**src/rtl/y86_pkg.sv**
```systemverilog
// Shared Y86 encodings and helpers for the execute stage: instruction codes,
// ALU/condition function codes, status codes and the condition evaluator.
package y86_pkg;

  localparam logic [3:0] IHALT   = 4'h0;
  localparam logic [3:0] INOP    = 4'h1;
  localparam logic [3:0] IRRMOVQ = 4'h2;
  localparam logic [3:0] IIRMOVQ = 4'h3;
  localparam logic [3:0] IRMMOVQ = 4'h4;
  localparam logic [3:0] IMRMOVQ = 4'h5;
  localparam logic [3:0] IOPQ    = 4'h6;
  localparam logic [3:0] IJXX    = 4'h7;
  localparam logic [3:0] ICALL   = 4'h8;
  localparam logic [3:0] IRET    = 4'h9;
  localparam logic [3:0] IPUSHQ  = 4'hA;
  localparam logic [3:0] IPOPQ   = 4'hB;

  localparam logic [3:0] ALU_ADD  = 4'h0;
  localparam logic [3:0] ALU_SUB  = 4'h1;
  localparam logic [3:0] ALU_AND  = 4'h2;
  localparam logic [3:0] ALU_XOR  = 4'h3;
  localparam logic [3:0] ALU_OR   = 4'h4;
  localparam logic [3:0] ALU_ANDN = 4'h5;

  localparam logic [3:0] C_ALWAYS = 4'h0;
  localparam logic [3:0] C_LE     = 4'h1;
  localparam logic [3:0] C_L      = 4'h2;
  localparam logic [3:0] C_E      = 4'h3;
  localparam logic [3:0] C_NE     = 4'h4;
  localparam logic [3:0] C_GE     = 4'h5;
  localparam logic [3:0] C_G      = 4'h6;

  localparam logic [2:0] SAOK = 3'd1;
  localparam logic [2:0] SHLT = 3'd2;
  localparam logic [2:0] SADR = 3'd3;
  localparam logic [2:0] SINS = 3'd4;

  localparam logic [3:0] RNONE = 4'hF;

  // cc is packed {ZF, SF, OF}
  function automatic logic cond_eval(input logic [2:0] cc, input logic [3:0] ifun);
    logic zf, sf, of;
    {zf, sf, of} = cc;
    case (ifun)
      C_ALWAYS: cond_eval = 1'b1;
      C_LE:     cond_eval = (sf ^ of) | zf;
      C_L:      cond_eval = sf ^ of;
      C_E:      cond_eval = zf;
      C_NE:     cond_eval = !zf;
      C_GE:     cond_eval = !(sf ^ of);
      C_G:      cond_eval = !(sf ^ of) && !zf;
      default:  cond_eval = 1'b0;
    endcase
  endfunction

  function automatic logic alu_op_valid(input logic [3:0] ifun, input logic ext);
    alu_op_valid = (ifun <= ALU_XOR) || (ext && (ifun == ALU_OR || ifun == ALU_ANDN));
  endfunction

endpackage

```
**src/rtl/y86_execute_pipe_if.sv**
```systemverilog
// Handshake and data bundle between the E-register side and the memory stage.
interface y86_execute_pipe_if #(parameter int unsigned WIDTH = 64);
  logic             in_valid;
  logic             in_ready;
  logic [3:0]       in_icode;
  logic [3:0]       in_ifun;
  logic [2:0]       in_stat;
  logic [WIDTH-1:0] in_valA;
  logic [WIDTH-1:0] in_valB;
  logic [WIDTH-1:0] in_valC;
  logic [3:0]       in_dstE;
  logic [3:0]       in_dstM;
  logic             flush;
  logic             out_valid;
  logic             out_ready;
  logic [3:0]       out_icode;
  logic [2:0]       out_stat;
  logic             out_cnd;
  logic [WIDTH-1:0] out_valE;
  logic [WIDTH-1:0] out_valA;
  logic [3:0]       out_dstE;
  logic [3:0]       out_dstM;
  logic [2:0]       cc;

  modport master (
    output in_valid, in_icode, in_ifun, in_stat, in_valA, in_valB, in_valC,
           in_dstE, in_dstM, flush, out_ready,
    input  in_ready, out_valid, out_icode, out_stat, out_cnd, out_valE, out_valA,
           out_dstE, out_dstM, cc
  );

  modport slave (
    input  in_valid, in_icode, in_ifun, in_stat, in_valA, in_valB, in_valC,
           in_dstE, in_dstM, flush, out_ready,
    output in_ready, out_valid, out_icode, out_stat, out_cnd, out_valE, out_valA,
           out_dstE, out_dstM, cc
  );
endinterface

```
**src/rtl/y86_alu.sv**
```systemverilog
// Combinational Y86 ALU computing b OP a with ZF/SF/OF; unsupported ops give 0.
module y86_alu
  import y86_pkg::*;
#(
  parameter int unsigned WIDTH   = 64,
  parameter bit          EXT_ALU = 1'b0
) (
  input  logic [WIDTH-1:0] a,
  input  logic [WIDTH-1:0] b,
  input  logic [3:0]       ifun,
  output logic [WIDTH-1:0] result,
  output logic             zf,
  output logic             sf,
  output logic             of
);
  localparam int unsigned MSB = WIDTH - 1;

  always_comb begin
    result = '0;
    of     = 1'b0;
    case (ifun)
      ALU_ADD: begin
        result = b + a;
        of     = (a[MSB] == b[MSB]) && (result[MSB] != a[MSB]);
      end
      ALU_SUB: begin
        result = b - a;
        of     = (a[MSB] != b[MSB]) && (result[MSB] != b[MSB]);
      end
      ALU_AND:  result = b & a;
      ALU_XOR:  result = b ^ a;
      ALU_OR:   if (EXT_ALU) result = b | a;
      ALU_ANDN: if (EXT_ALU) result = b & ~a;
      default:  ;
    endcase
    zf = (result == '0);
    sf = result[MSB];
  end
endmodule

```
**src/rtl/y86_execute_pipe.sv**
```systemverilog
// Pipelined Y86 execute stage: valE, branch/cmov condition, CC register and
// a single output register with a combinational valid/ready handshake.
module y86_execute_pipe
  import y86_pkg::*;
#(
  parameter int unsigned WIDTH   = 64,
  parameter bit          EXT_ALU = 1'b0
) (
  input logic               clk,
  input logic               rst,
  y86_execute_pipe_if.slave bus
);
  localparam logic [WIDTH-1:0] STEP = WIDTH'(WIDTH / 8);

  logic             r_out_valid;
  logic [3:0]       r_icode;
  logic [2:0]       r_stat;
  logic             r_cnd;
  logic [WIDTH-1:0] r_valE;
  logic [WIDTH-1:0] r_valA;
  logic [3:0]       r_dstE;
  logic [3:0]       r_dstM;
  logic [2:0]       r_cc;
  logic             r_halted;

  logic             w_in_ready;
  logic             w_accept;
  logic [WIDTH-1:0] w_alu_result;
  logic             w_zf, w_sf, w_of;
  logic [WIDTH-1:0] w_valE;
  logic             w_cnd;
  logic [3:0]       w_dstE;
  logic             w_cc_we;

  y86_alu #(.WIDTH(WIDTH), .EXT_ALU(EXT_ALU)) u_alu (
    .a      (bus.in_valA),
    .b      (bus.in_valB),
    .ifun   (bus.in_ifun),
    .result (w_alu_result),
    .zf     (w_zf),
    .sf     (w_sf),
    .of     (w_of)
  );

  assign w_in_ready = !r_out_valid || bus.out_ready;
  assign w_accept   = bus.in_valid && w_in_ready && !bus.flush;

  always_comb begin
    w_valE = '0;
    case (bus.in_icode)
      IOPQ:             w_valE = w_alu_result;
      IRRMOVQ:          w_valE = bus.in_valA;
      IIRMOVQ:          w_valE = bus.in_valC;
      IRMMOVQ, IMRMOVQ: w_valE = bus.in_valB + bus.in_valC;
      ICALL, IPUSHQ:    w_valE = bus.in_valB - STEP;
      IRET, IPOPQ:      w_valE = bus.in_valB + STEP;
      default:          w_valE = '0;
    endcase
  end

  // Condition sees the CC as it stands before this instruction's own update.
  assign w_cnd   = ((bus.in_icode == IRRMOVQ) || (bus.in_icode == IJXX)) &&
                   cond_eval(r_cc, bus.in_ifun);
  assign w_dstE  = ((bus.in_icode == IRRMOVQ) && !w_cnd) ? RNONE : bus.in_dstE;
  assign w_cc_we = w_accept && (bus.in_icode == IOPQ) && (bus.in_stat == SAOK) &&
                   !r_halted && alu_op_valid(bus.in_ifun, EXT_ALU);

  always_ff @(posedge clk or posedge rst) begin
    if (rst) begin
      r_out_valid <= 1'b0;
      r_icode     <= '0;
      r_stat      <= '0;
      r_cnd       <= 1'b0;
      r_valE      <= '0;
      r_valA      <= '0;
      r_dstE      <= RNONE;
      r_dstM      <= RNONE;
    end else if (bus.flush) begin
      r_out_valid <= 1'b0;
    end else if (w_accept) begin
      r_out_valid <= 1'b1;
      r_icode     <= bus.in_icode;
      r_stat      <= bus.in_stat;
      r_cnd       <= w_cnd;
      r_valE      <= w_valE;
      r_valA      <= bus.in_valA;
      r_dstE      <= w_dstE;
      r_dstM      <= bus.in_dstM;
    end else if (bus.out_ready) begin
      r_out_valid <= 1'b0;
    end
  end

  always_ff @(posedge clk or posedge rst) begin
    if (rst) begin
      r_cc     <= 3'b100;
      r_halted <= 1'b0;
    end else begin
      if (w_cc_we) r_cc <= {w_zf, w_sf, w_of};
      if (w_accept && (bus.in_stat != SAOK)) r_halted <= 1'b1;
    end
  end

  assign bus.in_ready  = w_in_ready;
  assign bus.out_valid = r_out_valid;
  assign bus.out_icode = r_icode;
  assign bus.out_stat  = r_stat;
  assign bus.out_cnd   = r_cnd;
  assign bus.out_valE  = r_valE;
  assign bus.out_valA  = r_valA;
  assign bus.out_dstE  = r_dstE;
  assign bus.out_dstM  = r_dstM;
  assign bus.cc        = r_cc;
endmodule

```
**src/flat_wrapper.sv**
```systemverilog
// flat-port wrapper written by rule: the top's interface ports become plain ports
module y86_execute_pipe_flat import y86_pkg::*;
#(
  parameter int unsigned WIDTH   = 64,
  parameter bit          EXT_ALU = 1'b0
)
  (clk, rst, bus_in_valid, bus_in_icode, bus_in_ifun, bus_in_stat, bus_in_valA, bus_in_valB, bus_in_valC, bus_in_dstE, bus_in_dstM, bus_flush, bus_out_ready, bus_in_ready, bus_out_valid, bus_out_icode, bus_out_stat, bus_out_cnd, bus_out_valE, bus_out_valA, bus_out_dstE, bus_out_dstM, bus_cc);
  y86_execute_pipe_if #(.WIDTH(WIDTH)) bus_i ();
  input logic clk;
  input logic rst;
  input wire logic [$bits(bus_i.in_valid)-1:0] bus_in_valid;
  input wire logic [$bits(bus_i.in_icode)-1:0] bus_in_icode;
  input wire logic [$bits(bus_i.in_ifun)-1:0] bus_in_ifun;
  input wire logic [$bits(bus_i.in_stat)-1:0] bus_in_stat;
  input wire logic [$bits(bus_i.in_valA)-1:0] bus_in_valA;
  input wire logic [$bits(bus_i.in_valB)-1:0] bus_in_valB;
  input wire logic [$bits(bus_i.in_valC)-1:0] bus_in_valC;
  input wire logic [$bits(bus_i.in_dstE)-1:0] bus_in_dstE;
  input wire logic [$bits(bus_i.in_dstM)-1:0] bus_in_dstM;
  input wire logic [$bits(bus_i.flush)-1:0] bus_flush;
  input wire logic [$bits(bus_i.out_ready)-1:0] bus_out_ready;
  output wire logic [$bits(bus_i.in_ready)-1:0] bus_in_ready;
  output wire logic [$bits(bus_i.out_valid)-1:0] bus_out_valid;
  output wire logic [$bits(bus_i.out_icode)-1:0] bus_out_icode;
  output wire logic [$bits(bus_i.out_stat)-1:0] bus_out_stat;
  output wire logic [$bits(bus_i.out_cnd)-1:0] bus_out_cnd;
  output wire logic [$bits(bus_i.out_valE)-1:0] bus_out_valE;
  output wire logic [$bits(bus_i.out_valA)-1:0] bus_out_valA;
  output wire logic [$bits(bus_i.out_dstE)-1:0] bus_out_dstE;
  output wire logic [$bits(bus_i.out_dstM)-1:0] bus_out_dstM;
  output wire logic [$bits(bus_i.cc)-1:0] bus_cc;
  assign bus_i.in_valid = bus_in_valid;
  assign bus_i.in_icode = bus_in_icode;
  assign bus_i.in_ifun = bus_in_ifun;
  assign bus_i.in_stat = bus_in_stat;
  assign bus_i.in_valA = bus_in_valA;
  assign bus_i.in_valB = bus_in_valB;
  assign bus_i.in_valC = bus_in_valC;
  assign bus_i.in_dstE = bus_in_dstE;
  assign bus_i.in_dstM = bus_in_dstM;
  assign bus_i.flush = bus_flush;
  assign bus_i.out_ready = bus_out_ready;
  assign bus_in_ready = bus_i.in_ready;
  assign bus_out_valid = bus_i.out_valid;
  assign bus_out_icode = bus_i.out_icode;
  assign bus_out_stat = bus_i.out_stat;
  assign bus_out_cnd = bus_i.out_cnd;
  assign bus_out_valE = bus_i.out_valE;
  assign bus_out_valA = bus_i.out_valA;
  assign bus_out_dstE = bus_i.out_dstE;
  assign bus_out_dstM = bus_i.out_dstM;
  assign bus_cc = bus_i.cc;
  y86_execute_pipe #(.WIDTH(WIDTH), .EXT_ALU(EXT_ALU)) u_core (.clk(clk), .rst(rst), .bus(bus_i));
endmodule
```
**config.mk**
```make
export PLATFORM = sky130hd
export DESIGN_NAME = y86_execute_pipe_flat
export DESIGN_NICKNAME = d
export VERILOG_FILES = /design/src/rtl/y86_pkg.sv /design/src/rtl/y86_execute_pipe_if.sv /design/src/rtl/y86_alu.sv /design/src/rtl/y86_execute_pipe.sv /design/src/flat_wrapper.sv
export SDC_FILE = /design/constraint.sdc
export NUM_CORES = 1
export LEC_CHECK = 0
export CORE_MARGIN = 2
export CORE_UTILIZATION = 35
export DETAILED_ROUTE_END_ITERATION = 12
export PLACE_DENSITY = 0.61
export SLEW_MARGIN = 40
export SYNTH_ARGS = -nofsm -noshare
export SYNTH_HDL_FRONTEND = slang
export SYNTH_SLANG_ARGS = --single-unit
```
**constraint.sdc**
```tcl
create_clock -name clk -period 10.2 [get_ports clk]
set_input_delay 3.06 -clock clk [delete_from_list [all_inputs] [get_ports clk]]
set_output_delay 3.06 -clock clk [all_outputs]
set_load 0.01 [all_outputs]
```
==> flow_summary.json <==
{
  "outcome": "finished, final reports clean",
  "clock_latency_ps": 520,
  "synth_top_family_by_area": "compound AO/OA/AOI/OAI gates",
  "fin_tns_setup_ps": 0,
  "setup_viol": 0,
  "cp-end-kind": "flop",
  "die_h_um": 263,
  "final_max_slew_viol_count": 0,
  "synth.most_common_cell": "nand2_1",
  "final_nets": 3981,
  "synth_edf_count": 0,
  "switchingPower_w": 0.00133,
  "die_area_um2": 69200,
  "p_total_w": 0.00307,
  "gp_congestion": 1.00,
  "post-dp-hpwl_mm": 84.5,
  "synth_cells": 3271,
  "switching_share_pct": 43.5,
  "clkPwrFrac_pct": 23.0,
  "synthMuxAreaShare_pct": 1.42,
  "cts_setup_buffers": 0,
  "wl_per_cell_um": 24.7,
  "max_cap_viol_count": 0,
  "synth.ff_latch_count": 149,
  "cp.required_ps": 10580,
  "cts_max_level": 4,
  "drt_wl_total_mm": 109,
  "first_pass_iters": 8,
  "synth_compound_area_share_pct": 37.3,
  "vias": 27500,
  "hp-class": "flop to flop",
  "post-place-ws_ps": 1010,
  "grt_usage_pct": 30.0,
  "grt_pass1_wl_mm": 162,
  "hold-worst-slack_ps": 462,
  "drive_above_1_share_pct": 4.85,
  "yosysSeqAreaShare_pct": 15.9,
  "rsz0062_at_grt": "no",
  "synthTopCellsByCount": "nand2_1 (390), a21oi_1 (355), o21ai_0 (300)",
  "syn_area_per_cell_um2": 7.18,
  "path_clk_slew_ps": 60,
  "worstHoldPathCells": 2,
  "cts.sinks": 149,
  "cts_tree": "yes",
  "startpoint_type": "input port",
  "root_buffer": "clkbuf_16",
  "yosysTopAreaCell": "dfrtp_1",
  "reg2reg_slack_ps": 5520,
  "synth-main-ff-cell": "dfrtp_1",
  "ys_types": 102,
  "die_x_um": 263,
  "timing.final.ws_setup_ps": 1430,
  "critPathArrivalTime_ps": 9160,
  "synth_area_um2": 23500,
  "rows": 94,
  "avgViaCountPerCell": 6.27,
  "cts.path.max_buffers": 2,
  "initial_core_util_pct": 35.5,
  "ys_warn_count": 0,
  "numCtsBuffers": 17,
  "syn_nets": 3741,
  "synthSimpleGateAreaFrac_pct": 20.7,
  "synth.area.top_cells": "dfrtp_1 (15%), ha_1 (13%), a21oi_1 (7.6%)",
  "grt-ovfl-total": 0,
  "worstPathMaxFanout": 27,
  "ir_drop_v": 0.000100,
  "core_um2": 66100,
  "fin_skew_ps": 19.1,
  "ff2ff_path_depth": 14,
  "internal-power_w": 0.00173,
  "drc": 0,
  "hold_buffers": 0,
  "comb_power_share_pct": 53.5,
  "p_per_area_nw_per_um2": 107,
  "ios": 365,
  "worst-setup-path-type": "input port to flop",
  "synth_fa_ha_area_share_pct": 13.7,
  "yosys.area_share.xor_xnor_pct": 5.29,
  "drt_iter0_drc": 3251,
  "post-route-min-period_ps": 8770,
  "power.share.sequential_pct": 23.5,
  "grt_max_degree": 84,
  "maxSlewHeadroom_pct": 40.4,
  "worst_pin_slew_ps": 891,
  "cts_resized": 0,
  "antenna_found_initial": 2,
  "post-route-period-util_pct": 86.0,
  "synthArstFlopShare_pct": 100,
  "leakage_nw": 11.7,
  "fmax_mhz": 114,
  "finalHoldViolations": 0,
  "grt_pass1_vias": 25800,
  "synth.top_cell.area_share_pct": 14.9,
  "io_buffers": 364,
  "area_growth_pct": 21.5,
  "ant_nets": 0
}
cell families after synthesis:
family	after synthesis
xor+xnor	142
simple gates	1027
fa+ha+maj	254
mux	31
compound gates	1317
flops	149
buf+inv	351
registers in the layout, summed over array words and instances (netlist names):
name / flops
u_core.bus.out_stat: 3
u_core.bus.out_dstE: 4
u_core.bus.out_cnd: 1
u_core.bus.cc: 3
u_core.bus.out_icode: 4
u_core.r_halted: 1
u_core.bus.out_valE: 64
u_core.bus.out_dstM: 4
u_core.bus.out_valA: 64
u_core.bus.out_valid: 1
cell usage in the layout, fill, tap and decap left out, types with 12 or more instances in the layout:
| master | instances |
|---|---|
| clkbuf_16 | 17 |
| a22o_1 | 24 |
| a222oi_1 | 40 |
| o21a_1 | 29 |
| a21oi_1 | 355 |
| nand3_1 | 65 |
| dfrtp_1 | 140 |
| mux2i_1 | 21 |
| clkdlybuf4s50_1 | 363 |
| nand4_1 | 49 |
| nor2b_1 | 31 |
| o31a_1 | 12 |
| o31ai_1 | 36 |
| o311ai_0 | 12 |
| nor2_1 | 218 |
| o211ai_1 | 38 |
| ha_1 | 250 |
| nand2_1 | 386 |
| nor4_1 | 26 |
| o2111ai_1 | 14 |
| a221o_1 | 17 |
| o21bai_1 | 42 |
| xnor2_1 | 92 |
| or3_1 | 19 |
| o21ai_0 | 300 |
| nor3_1 | 60 |
| buf_4 | 41 |
| a211oi_1 | 40 |
| inv_1 | 159 |
| nand2b_1 | 32 |
| o221ai_1 | 25 |
| xor2_1 | 50 |
| a31oi_1 | 39 |
| and3_1 | 30 |
| a22oi_1 | 23 |
| a221oi_1 | 29 |
| a21o_1 | 91 |
| and2_1 | 22 |
worst max-delay path, cell delays in order:
cell and delay, ps:
clkdlybuf4s50_1 830, nor2b_4 290, nand2_2 460, ha_1 590, a2111oi_0 150, a211o_1 290, a21oi_1 310, o2111ai_1 180
buf_4 200, a2111oi_0 410, nor2_1 170, nor3_1 400, a31oi_1 190, o21a_1 290, o31ai_1 430, xor2_1 120
a222oi_1 350, a21oi_1 120, a221o_1 280
metal layers:
metal	vias up	wire, um	global-route usage [%]
met4	2	3870	11.8
li1	12800	-	-
met1	13100	47000	40.2
met3	226	8770	4.88
met5	-	91	0.970
met2	1385	48800	47.9
cell type report:
type | count | area, um^2
well taps | 864 | 1080
repair buffers | 407 | 3970
diodes | 2 | 5.00
fillers | 6928 | 37600
clock inverters | 12 | 153
clock buffers | 20 | 457
inverters | 165 | 624
flip-flops and latches | 149 | 3740
multi-input cells | 2771 | 18500
power groups by stage:
| stage | Clock, W | Combinational (W) | Sequential, W |
|---|---|---|---|
| after detailed placement | 0 | 0.00160 | 0.000731 |
| after CTS | 0.000725 | 0.00161 | 0.000721 |
| after global placement | 0 | 0.00160 | 0.000730 |
| final | 0.000705 | 0.00164 | 0.000720 |
| after global routing | 0.000734 | 0.00176 | 0.000731 |
| after floorplan | 0 | 0.000930 | 0.000763 |
worst paths after layout:
path | from | to
setup / recovery | bus_in_icode[3] | u_core.bus.out_valE[60]$_DFFE_PP0P_
hold / removal | u_core.bus.out_dstM[3]$_DFFE_PP1P_ | u_core.bus.out_dstM[3]$_DFFE_PP1P_
setup reg to reg | u_core.bus.out_valid$_DFFE_PP0P_ | u_core.bus.cc[2]$_DFFE_PP1P_
hold reg to reg | u_core.bus.out_dstM[3]$_DFFE_PP1P_ | u_core.bus.out_dstM[3]$_DFFE_PP1P_
max in group asynchronous | rst | u_core.bus.out_valE[46]$_DFFE_PP0P_
min in group asynchronous | rst | u_core.bus.out_valE[6]$_DFFE_PP0P_
stage by stage:
stage / instances / cell area, um^2 / utilization (%)
6_report: 4390 / 28500 / 43.2
5_1_grt: 4389 / 28500 / 43.2
4_1_cts: 4388 / 28500 / 43.2
3_5_place_dp: 4356 / 27900 / 42.2
3_3_place_gp: 4356 / 27900 / 42.2
2_1_floorplan: 3271 / 23500 / -
No activity file was read; power rests on OpenSTA's default activity.
